**config.mk**
```make
export PLATFORM = sky130hd
export DESIGN_NAME = note_sequencer
export DESIGN_NICKNAME = d
export VERILOG_FILES = /design/src/rtl/ddr_pkg.sv /design/src/rtl/beat_timer.sv /design/src/rtl/note_sequencer.sv
export SDC_FILE = /design/constraint.sdc
export NUM_CORES = 1
export LEC_CHECK = 0
export BUFFER_PORTS_ARGS = -buffer_cell sky130_fd_sc_hd__buf_2
export CAP_MARGIN = 20
export CORE_MARGIN = 3
export CORE_UTILIZATION = 50
export CTS_BUF_LIST = sky130_fd_sc_hd__clkbuf_8
export CTS_CLUSTER_SIZE = 24
export DETAILED_ROUTE_END_ITERATION = 10
export GPL_TIMING_DRIVEN = 0
export PLACE_DENSITY = 0.7
export SLEW_MARGIN = 20
export SYNTH_ARGS = -nofsm -noshare
export SYNTH_HDL_FRONTEND = slang
export SYNTH_HIERARCHICAL = 1
export SYNTH_SLANG_ARGS = --single-unit
```
**constraint.sdc**
```tcl
create_clock -name clk -period 3.6 [get_ports clk]
set_clock_uncertainty 0.2 [all_clocks]
set_input_delay 0.9 -clock clk [delete_from_list [all_inputs] [get_ports clk]]
set_output_delay 0.9 -clock clk [all_outputs]
set_load 0.03 [all_outputs]
```
**src/rtl/ddr_pkg.sv**
```systemverilog
// Shared constants and types for the chart playback and arrow logic.
// Lane order in a note: left, down, up, right (MSB to LSB).
package ddr_pkg;

  localparam int NOTE_W = 4;
  localparam logic [NOTE_W-1:0] END_CODE = 4'b1111;

  localparam int LANE_LEFT  = 3;
  localparam int LANE_DOWN  = 2;
  localparam int LANE_UP    = 1;
  localparam int LANE_RIGHT = 0;

  typedef enum logic [1:0] {
    IDLE,
    FETCH,
    EMIT,
    WAIT
  } seq_state_e;

endpackage

```
**src/rtl/beat_timer.sv**
```systemverilog
// Free-running beat divider with enable and clear.
// tick_o marks the last enabled cycle of each BEAT_DIV-cycle period.
module beat_timer
  import ddr_pkg::*;
#(
  parameter int BEAT_DIV = 25000000
) (
  input  logic clk,
  input  logic rst,
  input  logic en_i,
  input  logic clr_i,
  output logic tick_o
);

  localparam int CNT_W = $clog2(BEAT_DIV);
  localparam logic [CNT_W-1:0] LAST = CNT_W'(BEAT_DIV - 1);

  logic [CNT_W-1:0] cnt_q;
  logic [CNT_W-1:0] cnt_d;

  assign tick_o = en_i && (cnt_q == LAST);

  always_comb begin
    cnt_d = cnt_q;
    if (clr_i || tick_o) begin
      cnt_d = '0;
    end else if (en_i) begin
      cnt_d = cnt_q + CNT_W'(1);
    end
  end

  always_ff @(posedge clk) begin
    if (rst) begin
      cnt_q <= '0;
    end else begin
      cnt_q <= cnt_d;
    end
  end

endmodule

```
**src/rtl/note_sequencer.sv**
```systemverilog
// Steps the level chart ROM at the beat rate and turns each note
// into a one-cycle spawn pulse; reports done on END or exhaustion.
module note_sequencer
  import ddr_pkg::*;
#(
  parameter int ADDR_W   = 6,
  parameter int BEAT_DIV = 25000000,
  parameter int ROM_LAT  = 1
) (
  input  logic              clk,
  input  logic              rst,
  input  logic              start,
  input  logic              pause,
  input  logic [NOTE_W-1:0] note,
  output logic [ADDR_W-1:0] addr,
  output logic [NOTE_W-1:0] spawn,
  output logic              spawn_valid,
  output logic              playing,
  output logic              done,
  output logic [ADDR_W:0]   step
);

  localparam int LAT_W = (ROM_LAT > 1) ? $clog2(ROM_LAT + 1) : 1;
  localparam logic [LAT_W-1:0] LAT_LAST = LAT_W'(ROM_LAT - 1);

  seq_state_e        state_q;
  logic [LAT_W-1:0]  lat_q;
  logic [ADDR_W-1:0] addr_q;
  logic [NOTE_W-1:0] spawn_q;
  logic              spawn_valid_q;
  logic              playing_q;
  logic              done_q;
  logic [ADDR_W:0]   step_q;

  logic tmr_en;
  logic tmr_clr;
  logic tick;

  // Beat keeps running through FETCH/EMIT so a fetch is never stretched.
  assign tmr_en  = (state_q == FETCH) || (state_q == EMIT) ||
                   ((state_q == WAIT) && !pause);
  assign tmr_clr = (state_q == IDLE);

  beat_timer #(
    .BEAT_DIV(BEAT_DIV)
  ) u_beat (
    .clk   (clk),
    .rst   (rst),
    .en_i  (tmr_en),
    .clr_i (tmr_clr),
    .tick_o(tick)
  );

  always_ff @(posedge clk) begin
    if (rst) begin
      state_q       <= IDLE;
      lat_q         <= '0;
      addr_q        <= '0;
      spawn_q       <= '0;
      spawn_valid_q <= 1'b0;
      playing_q     <= 1'b0;
      done_q        <= 1'b0;
      step_q        <= '0;
    end else begin
      spawn_q       <= '0;
      spawn_valid_q <= 1'b0;
      done_q        <= 1'b0;
      unique case (state_q)
        IDLE: begin
          // A start coinciding with the done pulse is dropped.
          if (start && !done_q) begin
            addr_q    <= '0;
            lat_q     <= '0;
            step_q    <= '0;
            playing_q <= 1'b1;
            state_q   <= FETCH;
          end
        end
        FETCH: begin
          lat_q <= lat_q + LAT_W'(1);
          if (lat_q == LAT_LAST) begin
            state_q <= EMIT;
          end
        end
        EMIT: begin
          if (note == END_CODE) begin
            done_q    <= 1'b1;
            playing_q <= 1'b0;
            state_q   <= IDLE;
          end else begin
            step_q <= step_q + (ADDR_W+1)'(1);
            if (note != '0) begin
              spawn_q       <= note;
              spawn_valid_q <= 1'b1;
            end
            state_q <= WAIT;
          end
        end
        WAIT: begin
          if (tick) begin
            if (addr_q == '1) begin
              done_q    <= 1'b1;
              playing_q <= 1'b0;
              state_q   <= IDLE;
            end else begin
              addr_q  <= addr_q + ADDR_W'(1);
              lat_q   <= '0;
              state_q <= FETCH;
            end
          end
        end
        default: state_q <= IDLE;
      endcase
    end
  end

  assign addr        = addr_q;
  assign spawn       = spawn_q;
  assign spawn_valid = spawn_valid_q;
  assign playing     = playing_q;
  assign done        = done_q;
  assign step        = step_q;

endmodule

```
==> results of run 1 <==
[Yosys cell counts, drive strengths merged, types with 4 or more instances]
master	number	area share, %
a21oi	23	4.8
and2	4	1.1
and3	9	2.4
and4	6	2.2
buf	6	1.9
clkbuf	6	0.94
dfxtp	48	40
ha	8	4.2
inv	8	1.3
nand2	13	2.0
nand2b	5	1.3
nand3	10	2.1
nand4	12	3.4
nor2	18	2.8
nor3	9	1.9
o21ai	13	2.7
o31ai	9	2.8
or3	11	2.9
or4	8	2.7
xnor2	6	2.2
xor2	5	1.8
[layout make-up]
| cell class | count | area [sq um] | share of cell area, % |
|---|---|---|---|
| flip-flops and latches | 48 | 960.9 | 35.33 |
| multi-input cells | 205 | 1339 | 49.22 |
| clock inverters | 2 | 38.79 | 1.426 |
| well taps | 52 | 65.06 | 2.392 |
| plain buffers | 12 | 68.82 | 2.530 |
| repair buffers | 27 | 135.1 | 4.968 |
| inverters | 8 | 30.03 | 1.104 |
| clock buffers | 6 | 82.58 | 3.036 |
[through the flow]
| stage | cell area [sq um] | hold slack [ns] |
|---|---|---|
| after floorplan | 2397 | 0.2471 |
| after global placement | 2597 | 0.2750 |
| after detailed placement | 2597 | 0.2764 |
| after CTS | 2719 | 0.2902 |
| after global routing | 2720 | 0.3245 |
| final | 2720 | 0.2931 |
[cell usage in the layout (no fill, tap or decap), drive strengths merged, types with 4 or more instances in the layout]
master	instances
dfxtp	48
buf	33
a21oi	23
nor2	18
nand2	13
o21ai	13
nand4	12
clkbuf	12
or3	11
nand3	10
nor3	9
o31ai	9
and3	9
inv	8
ha	8
or4	8
xnor2	6
and4	6
nand2b	5
xor2	5
and2	4
[worst register-to-register path: cells and delay by family (launching register included)]
family | cells | cell delay, ns
AND/OR/NAND/NOR | 5 | 1.06
adder cells (fa/ha/maj) | 1 | 0.26
buffers and inverters | 2 | 0.45
flip-flops | 1 | 0.44
AO/OA/AOI/OAI | 2 | 0.38
multiplexers | 1 | 0.37
[kinds of logic after synthesis]
| family | after synthesis | share of synthesized area (%) |
|---|---|---|
| and+or+nand+nor | 119 | 29.65 |
| DFF | 48 | 40.08 |
| AOI/OAI and AO/OA | 64 | 16.70 |
| adders and majority gates | 8 | 4.176 |
| muxes | 3 | 1.305 |
| xor gates and xnor gates | 11 | 4.019 |
| buffers and inverters | 20 | 4.071 |
[flip-flops by register name (all words and copies together) (netlist names)]
signal        flops
u_beat/cnt_q     25
step              7
addr              6
spawn             4
state_q           2
done              1
lat_q             1
playing           1
spawn_valid       1
[metal layers]
metal	up-vias	wire, um	GRT usage [%]	part of all wire, %
met5	-	0	0	0
met4	0	85	6.602	1.7
met3	9	220	4.539	4.4
met2	44	2294	29.88	46
met1	959	2360	23.50	48
li1	1096	-	-	-
[worst paths after layout]
check | endpoint | slack (ns) | depth (start not counted)
max | playing$_SDFFE_PP0P_ | 0.36 | 11
min | u_beat/cnt_q[21]$_SDFFE_PP0P_ | 0.29 | 2
max reg2reg | playing$_SDFFE_PP0P_ | 0.36 | 11
min reg2reg | u_beat/cnt_q[21]$_SDFFE_PP0P_ | 0.29 | 2
[power by group]
group          leakage, uW  switching [uW]  total (uW)  internal (uW)
clock network    0.0000614             188         416            227
registers         0.000388            25.8         586            560
logic             0.000577             252         412            160
[timing repair]
action	4_1_cts	5_1_grt
endpoints found under the hold margin	0	0
gates resized for setup	0	3
setup buffers	0	0
endpoints found under the setup margin	0	4
==> impl_results.md, run 1 <==
* Syn Nets at 289
* Post-route ant nets at 0
* Initial antenna violation count at 0
* N_diodes at 0
* CP Launch Type: flip-flop
* CTS root buf: clkbuf_8
* CTS tree: yes
* Synth warn at 6
* Dpl cells at 352
* Vias in the first global route at 1870
* TNS Setup at 0 ns
* Worst-margin pin slew at 0.5275 ns
* Worst setup margin at 0.3613 ns
* Clock sink total at 48
* Drt first pass iters at 4
* Routability cong. at 0.7974
* Hold_buf cts at 0
* Fill cells at 388
* Vias/cell at 5.856
* Endpoints failing setup at 0
* Initial drt markers at 160
* Critical Path Most Common Cell: a21o_1
* Flops & latches, synth at 48
* Die height at 75.25 um
* Final Hold Viols at 0
* Avg Cell Area, Syn at 8.781 sq um
* Synth unique cells at 56
* Total Wirelength at 4.961 mm
* I/O Buffers at 27
* Hold wc startpoint: u_beat/cnt_q[21]$_SDFFE_PP0P_
* Share of post-route cells with drive strength above 1 at 16.88%
* Seq/Total Area, Yosys at 40.08%
* Critical Path Slowest Stage Cell: dfxtp_1
* Crit path max-delay family: simple AND/OR/NAND/NOR gates
* DIE AREA at 5662 sq um
* RSZ-0062 raised after global routing: no
* Hold Path Class: flip-flop to flip-flop
* Core area at 4504 sq um
* Status: completed
* Crit end category: flip-flop
* Crit path launch: state_q[0]$_SDFFE_PP0P_
* Rows at 24
* Slew Limit Fails at 0
* Buffer and inverter count on the worst path at 2
* Crit Path Class: flip-flop to flip-flop
* Fmax at 308.8 MHz
* Reg2reg start: state_q[0]$_SDFFE_PP0P_
* Clock slew at reported path FFs at 0.09 ns
* Largest net degree at the start of global routing at 16
* DR vias at 2108
* Tot Pwr at 1413 uW
* Leak pwr at 0.001026 uW
* Number of flops mapped to enable cells by yosys at 0
* GRT overflow at 0
* Post-synthesis async set-or-reset flop share at 0%
* Worst EP required at 3.61 ns
* Ys flop type: dfxtp_1
* Initial Utilization at 53.22%
* Critical path fanouts, max at 10
* TritonCTS buffer count at 5
* IO Count at 28
* Worst path max stage delay at 0.44 ns
* Die width at 75.25 um
* H-tree depth at 2
* Crit share post-route at 89.96%
* Post-synthesis cell count at 273
* Nets at 323
* Final core occ at 60.39%
* Clk_lat worst skew at 0.31 ns
* Detailed Place HPWL at 3.509 mm
* Total track usage at 18.32%
* Routed length per instance at 13.78 um
* CP cell instances: ha_1 -> clkbuf_2 -> a21o_1 -> buf_2 -> and4_2 -> nand4_1 -> nor2_1 -> nor2b_1 -> a21o_1 -> nor4_1 -> mux2_2
* Max Cap Viol at 0
* Pwr Density at 519.6 nW/um^2
* Period minus WS final at 3.239 ns
* Relative slew slack at 64.76%
* Maximum vdd drop at 0.0004360 V
* Mapped cell area at 2397 sq um
* CP arrival at 3.25 ns
* Remaining DRCs at 0
* Clock buffer depth at 2
* Post-Layout Cell Count at 360
* Area Overhead vs Synth at 13.47%
* Global-route wire length before repair at 8.073 mm
* Dpl ws at 0.2935 ns
(Power assumes the default switching activity.)
==> run 2, diff against run 1 <==
- ABC_AREA: not set -> 1
==> run 2 against run 1 <==
Via count is 13% higher. Total power rose by 14%. Die area increased by 8.0%. Routed wire length is 2.8% higher. Largest power group unchanged. Count of clock-buffer cells in the layout is 1 higher. Hold slack got worse by 0.027 ns. Synthesized cell count increased by 44%. Core utilization up 0.073 points. Global-route usage fell by 0.22 points.
==> impl_results.md, run 2 <==
* Status: completed
* TNS Setup at 0 ns
* Worst hold slack at 0.2660 ns
* CP Launch Type: flip-flop
* Switch share at 37.75%
* I/O Buffers at 27
* CP arrival at 3.10 ns
* Dpl cells at 488
* Routability cong. at 0.8226
* Leading area contributor after synthesis: dfxtp_1
* H-tree depth at 2
* Pwr Density at 548.1 nW/um^2
* Syn Nets at 410
* R2R Setup Slk at 0.53 ns
* Clk pwr share at 26.1%
* Drt first pass iters at 4
* Fill cells at 471
* Hold_buf cts at 0
* Most common cell after layout, fill and taps aside: nand2_1
* Area Overhead vs Synth at 13.26%
* Crit path launch: state_q[0]$_SDFFE_PP0P_
* Most frequent cell after synthesis: nand2_1
* Seq/Total Area, Yosys at 36.89%
* Tot Pwr at 1617 uW
* Register share of total power at 37.8%
* Leading cell types in the layout, fill and taps excluded: nand2_1, nor2_1, dfxtp_1, inv_1, buf_2
* Max reg flops at 25
* Die width at 78.18 um
* CTS tree: yes
* Ys flop type: dfxtp_1
* Total Wirelength at 5.099 mm
* Initial Utilization at 53.38%
* Clock sink total at 48
* DR vias at 2386
* Vias/cell at 4.810
* Worst-margin pin slew at 0.5349 ns
* Initial drt markers at 134
* Rows at 25
* Relative slew slack at 64.26%
* Crit share post-route at 85.33%
* DIE AREA at 6112 sq um
* Maximum vdd drop at 0.0003318 V
* Crit end category: flip-flop
* Total track usage at 18.09%
* Post-synthesis cell count at 394
* Largest cells by area after synthesis: dfxtp_1, nand2_1, nor2_1
* Leak pwr at 0.001252 uW
* Post-CTS setup buffer count at 0
* IO Count at 28
* Clock buffer depth at 2
* Final Hold Viols at 0
* Post-CTS Resized at 0
* Clk_lat worst skew at 0.30 ns
* Synth unique cells at 26
* Synth warn at 6
* Reg2reg start: state_q[0]$_SDFFE_PP0P_
* TritonCTS buffer count at 5
* Post-Layout Cell Count at 496
* Die height at 78.18 um
* Nets at 444
* Slew Limit Fails at 0
* Period minus WS final at 3.072 ns
* Global-route wire length before repair at 9.156 mm
* Flops & latches, synth at 48
* Mapped cell area at 2605 sq um
* N_diodes at 0
* GRT overflow at 0
* Hold Path Class: flip-flop to flip-flop
* R2R depth at 17
* RSZ-0062 raised after global routing: no
* Synth top area share at 36.89%
* Detailed Place HPWL at 3.943 mm
* Post-route ant nets at 0
* Worst EP required at 3.63 ns
* Core area at 4880 sq um
* CP endpoint: state_q[1]$_SDFFE_PP0P_
* Clock slew at reported path FFs at 0.09 ns
* CTS root buf: clkbuf_8
* Vias in the first global route at 2194
* Share of post-route cells with drive strength above 1 at 13.75%
* Post-synth top cells: nand2_1, nor2_1, dfxtp_1
* Routed length per instance at 10.28 um
* Largest Register: u_beat/cnt_q
* Reg-to-reg endpoint: state_q[1]$_SDFFE_PP0P_
* Post-synthesis async set-or-reset flop share at 0%
* Combinational cell fraction of total power at 36.1%
* Worst setup margin at 0.5280 ns
* Remaining DRCs at 0
* Endpoints failing setup at 0
* Fmax at 325.5 MHz
* Dpl ws at 0.4822 ns
* Initial antenna violation count at 0
* Max Cap Viol at 0
* Critical path fanouts, max at 8
* Internal at 1007 uW
* Crit Path Class: flip-flop to flip-flop
* Largest net degree at the start of global routing at 15
* Number of flops mapped to enable cells by yosys at 0
* Net load switching power at 610.4 uW
* Avg Cell Area, Syn at 6.612 sq um
==> run 2: cell types whose count changed after synthesis, moves of 9 or more <==
cell     before  now
nand2_1      13  112
nor2_1       18   82
inv_1         8   45
nand3_1      10   22
or3_1        10    0
o31ai_1       9    0
==> run 2: cells by family after synthesis <==
logic type | share of synthesized area, %
AND/OR/NAND/NOR | 41.11
buffers and inverters | 7.541
flip-flops | 36.89
AO/OA/AOI/OAI | 5.908
XOR/XNOR | 4.707
adder cells (fa/ha/maj) | 3.843
==> run 2: how the worst min path moves through the flow <==
stage | startpoint | end | cells after the start
2_1_floorplan | u_beat/cnt_q[1]$_SDFFE_PP0P_ | u_beat/cnt_q[1]$_SDFFE_PP0P_ | 2
3_3_place_gp | step[4]$_SDFFE_PP0P_ | step[4]$_SDFFE_PP0P_ | 2
3_5_place_dp | step[4]$_SDFFE_PP0P_ | step[4]$_SDFFE_PP0P_ | 2
4_1_cts | step[4]$_SDFFE_PP0P_ | step[4]$_SDFFE_PP0P_ | 2
5_1_grt | step[4]$_SDFFE_PP0P_ | step[4]$_SDFFE_PP0P_ | 2
6_report | step[4]$_SDFFE_PP0P_ | step[4]$_SDFFE_PP0P_ | 2
==> run 2: cell type report <==
cell class | instances | area (sq um) | area share (%)
multi-input cells | 296 | 1448 | 49.07
flip-flops and latches | 48 | 960.9 | 32.57
inverters | 48 | 180.2 | 6.107
repair buffers | 27 | 135.1 | 4.580
clock buffers | 7 | 96.34 | 3.265
well taps | 67 | 83.83 | 2.841
clock inverters | 1 | 30.03 | 1.018
plain buffers | 2 | 16.27 | 0.5513
==> run 2: power by group through the flow <==
stage / combinational, uW / sequential [uW] / clock [uW]
after global routing: 676 / 619 / 451
after detailed placement: 589 / 624 / 0
after global placement: 581 / 623 / 0
final: 584 / 611 / 422
after CTS: 590 / 612 / 436
after floorplan: 411 / 671 / 0
==> run 2: layer usage <==
layer  vias to the layer above  GRT usage (%)  wire [um]
li1                       1289              -          -
met1                      1038          25.05       2600
met2                        54          28.94       2228
met3                         5          3.096        225
met4                         0          5.245         46
met5                         -              0          0
==> run 2: metrics by stage <==
| stage | cell area [sq um] | utilization (%) |
|---|---|---|
| after CTS | 2950 | 60.46 |
| after global routing | 2950 | 60.46 |
| after detailed placement | 2824 | 57.87 |
| after floorplan | 2605 | - |
| after global placement | 2824 | 57.87 |
| final | 2950 | 60.46 |
==> run 2: critical path, cell delays in order, from the launching register on <==
cell and delay, ns:
dfxtp_1 0.39, ha_1 0.40, inv_1 0.17, o21bai_1 0.47, nand2_1 0.09, inv_1 0.07
nand2_1 0.05, nor2_1 0.10, nand2_1 0.10, nor2_1 0.19, inv_1 0.06, nand2_1 0.07
nand2_2 0.10, inv_2 0.15, nand2_2 0.09, o21ai_0 0.15, nand2_1 0.07, nor2_1 0.10
==> run 3, diff against run 2 <==
- CTS_BUF_LIST: sky130_fd_sc_hd__clkbuf_8 -> sky130_fd_sc_hd__clkbuf_4
==> run 3 against run 2 <==
Total power decreased by 6.5%. Setup slack worse by 0.039 ns. Sequential cell count unchanged. Via count down 1.1%. Routed wire length up 0.53%.
==> impl_results.md, run 3 (same netlist as run 2, synthesis figures left out) <==
* Max Cap Viol at 0
* CP arrival at 3.21 ns
* Crit path launch: state_q[0]$_SDFFE_PP0P_
* Post-CTS setup buffer count at 0
* Remaining DRCs at 0
* Vias/cell at 4.756
* Die width at 78.18 um
* Initial drt markers at 123
* Fmax at 321.4 MHz
* Hold_buf cts at 0
* Switch share at 40.17%
* Max reg flops at 25
* Die height at 78.18 um
* Initial Utilization at 53.38%
* Leak pwr at 0.001228 uW
* Hold wc startpoint: step[4]$_SDFFE_PP0P_
* Routed length per instance at 10.33 um
* H-tree depth at 2
* Core area at 4880 sq um
* Net load switching power at 607.2 uW
* Combinational cell fraction of total power at 38.8%
* IO Count at 28
* Crit end category: flip-flop
* Routability cong. at 0.8226
* Register share of total power at 40.5%
* GRT overflow at 0
* Drt first pass iters at 4
* Clk_lat worst skew at 0.36 ns
* Clock sink total at 48
* Share of post-route cells with drive strength above 1 at 13.29%
* Post-CTS Resized at 0
* DR vias at 2359
* CTS tree: yes
* Leading cell types in the layout, fill and taps excluded: nand2_1, nor2_1, dfxtp_1, inv_1, buf_2
* CTS root buf: clkbuf_4
* Crit share post-route at 86.43%
* Most common cell after layout, fill and taps aside: nand2_1
* Status: completed
* Internal at 904.5 uW
* Critical path fanouts, max at 8
* Reg2reg start: state_q[0]$_SDFFE_PP0P_
* TNS Setup at 0 ns
* RSZ-0062 raised after global routing: no
* Maximum vdd drop at 0.0003315 V
* N_diodes at 0
* CP Launch Type: flip-flop
* Worst-margin pin slew at 0.5348 ns
* Endpoints failing setup at 0
* Area Overhead vs Synth at 11.29%
* Hold Path Class: flip-flop to flip-flop
* Final Hold Viols at 0
* Relative slew slack at 64.27%
* Nets at 444
* Period minus WS final at 3.111 ns
* Total track usage at 18.31%
* Largest Register: u_beat/cnt_q
* Clk pwr share at 20.7%
* Rows at 25
* Initial antenna violation count at 0
* Detailed Place HPWL at 3.943 mm
* Clock buffer depth at 2
* Slew Limit Fails at 0
* Clock slew at reported path FFs at 0.14 ns
* Pwr Density at 521.5 nW/um^2
* I/O Buffers at 27
* TritonCTS buffer count at 5
* Worst hold slack at 0.2723 ns
* Vias in the first global route at 2198
* Largest net degree at the start of global routing at 15
* DIE AREA at 6112 sq um
* Total Wirelength at 5.126 mm
* Post-route ant nets at 0
* Global-route wire length before repair at 9.211 mm
* Worst EP required at 3.70 ns
* Crit Path Class: flip-flop to flip-flop
run 3: cell count changes in the layout (fill, tap and decap cells not counted), sizes merged:
cell	delta
clkinv	+2
clkbuf	-2
run 3: critical path: stages (launching register included):
cell and delay (ns):
dfxtp_1 0.43, ha_1 0.40, inv_1 0.17, o21bai_1 0.47, nand2_1 0.09, inv_1 0.07, nand2_1 0.05, nor2_1 0.10
nand2_1 0.10, nor2_1 0.18, inv_1 0.06, nand2_1 0.07, nand2_2 0.10, inv_2 0.15, nand2_2 0.09, o21ai_0 0.15
nand2_1 0.07, nor2_1 0.10
run 3: worst paths after layout:
kind	to	slack [ns]	cells after the start
worst max-delay path	state_q[1]$_SDFFE_PP0P_	0.49	17
worst min-delay path	step[4]$_SDFFE_PP0P_	0.27	2
worst max register to register	state_q[1]$_SDFFE_PP0P_	0.49	17
worst min register to register	step[4]$_SDFFE_PP0P_	0.27	2
run 3: per-stage QoR:
stage               utilization, %  total power (uW)  instances  setup WS (ns)  cell area [sq um]
CTS                          59.41              1530        496         0.4651               2899
global route                 59.41              1640        496        0.05914               2899
global placement             57.87              1204        488         0.5244               2824
finish                       59.41              1512        496         0.4886               2899
detailed placement           57.87              1213        488         0.4822               2824
floorplan                        -              1081        394         0.9265               2605
run 3: cell type report:
cell class	count	area (sq um)
sequential	48	960.9
buffer	2	16.27
clock inverter	3	37.54
inverter	48	180.2
clock buffer	5	37.54
fill	478	1981
timing repair buffer	27	135.1
multi-input combinational	296	1448
tap	67	83.83
run 3: power groups by stage:
stage                     sequential [uW]  combinational (uW)  clock (uW)
final                                 613                 587         312
after global routing                  621                 678         342
after CTS                             613                 592         324
after detailed placement              624                 589           0
after global placement                623                 581           0
after floorplan                       671                 411           0
run 3: per-layer routing:
metal / GRT usage [%] / routed length [um]
met4: 5.769 / 61
met3: 3.096 / 192
met1: 25.12 / 2592
met2: 29.37 / 2279
met5: 0 / 0
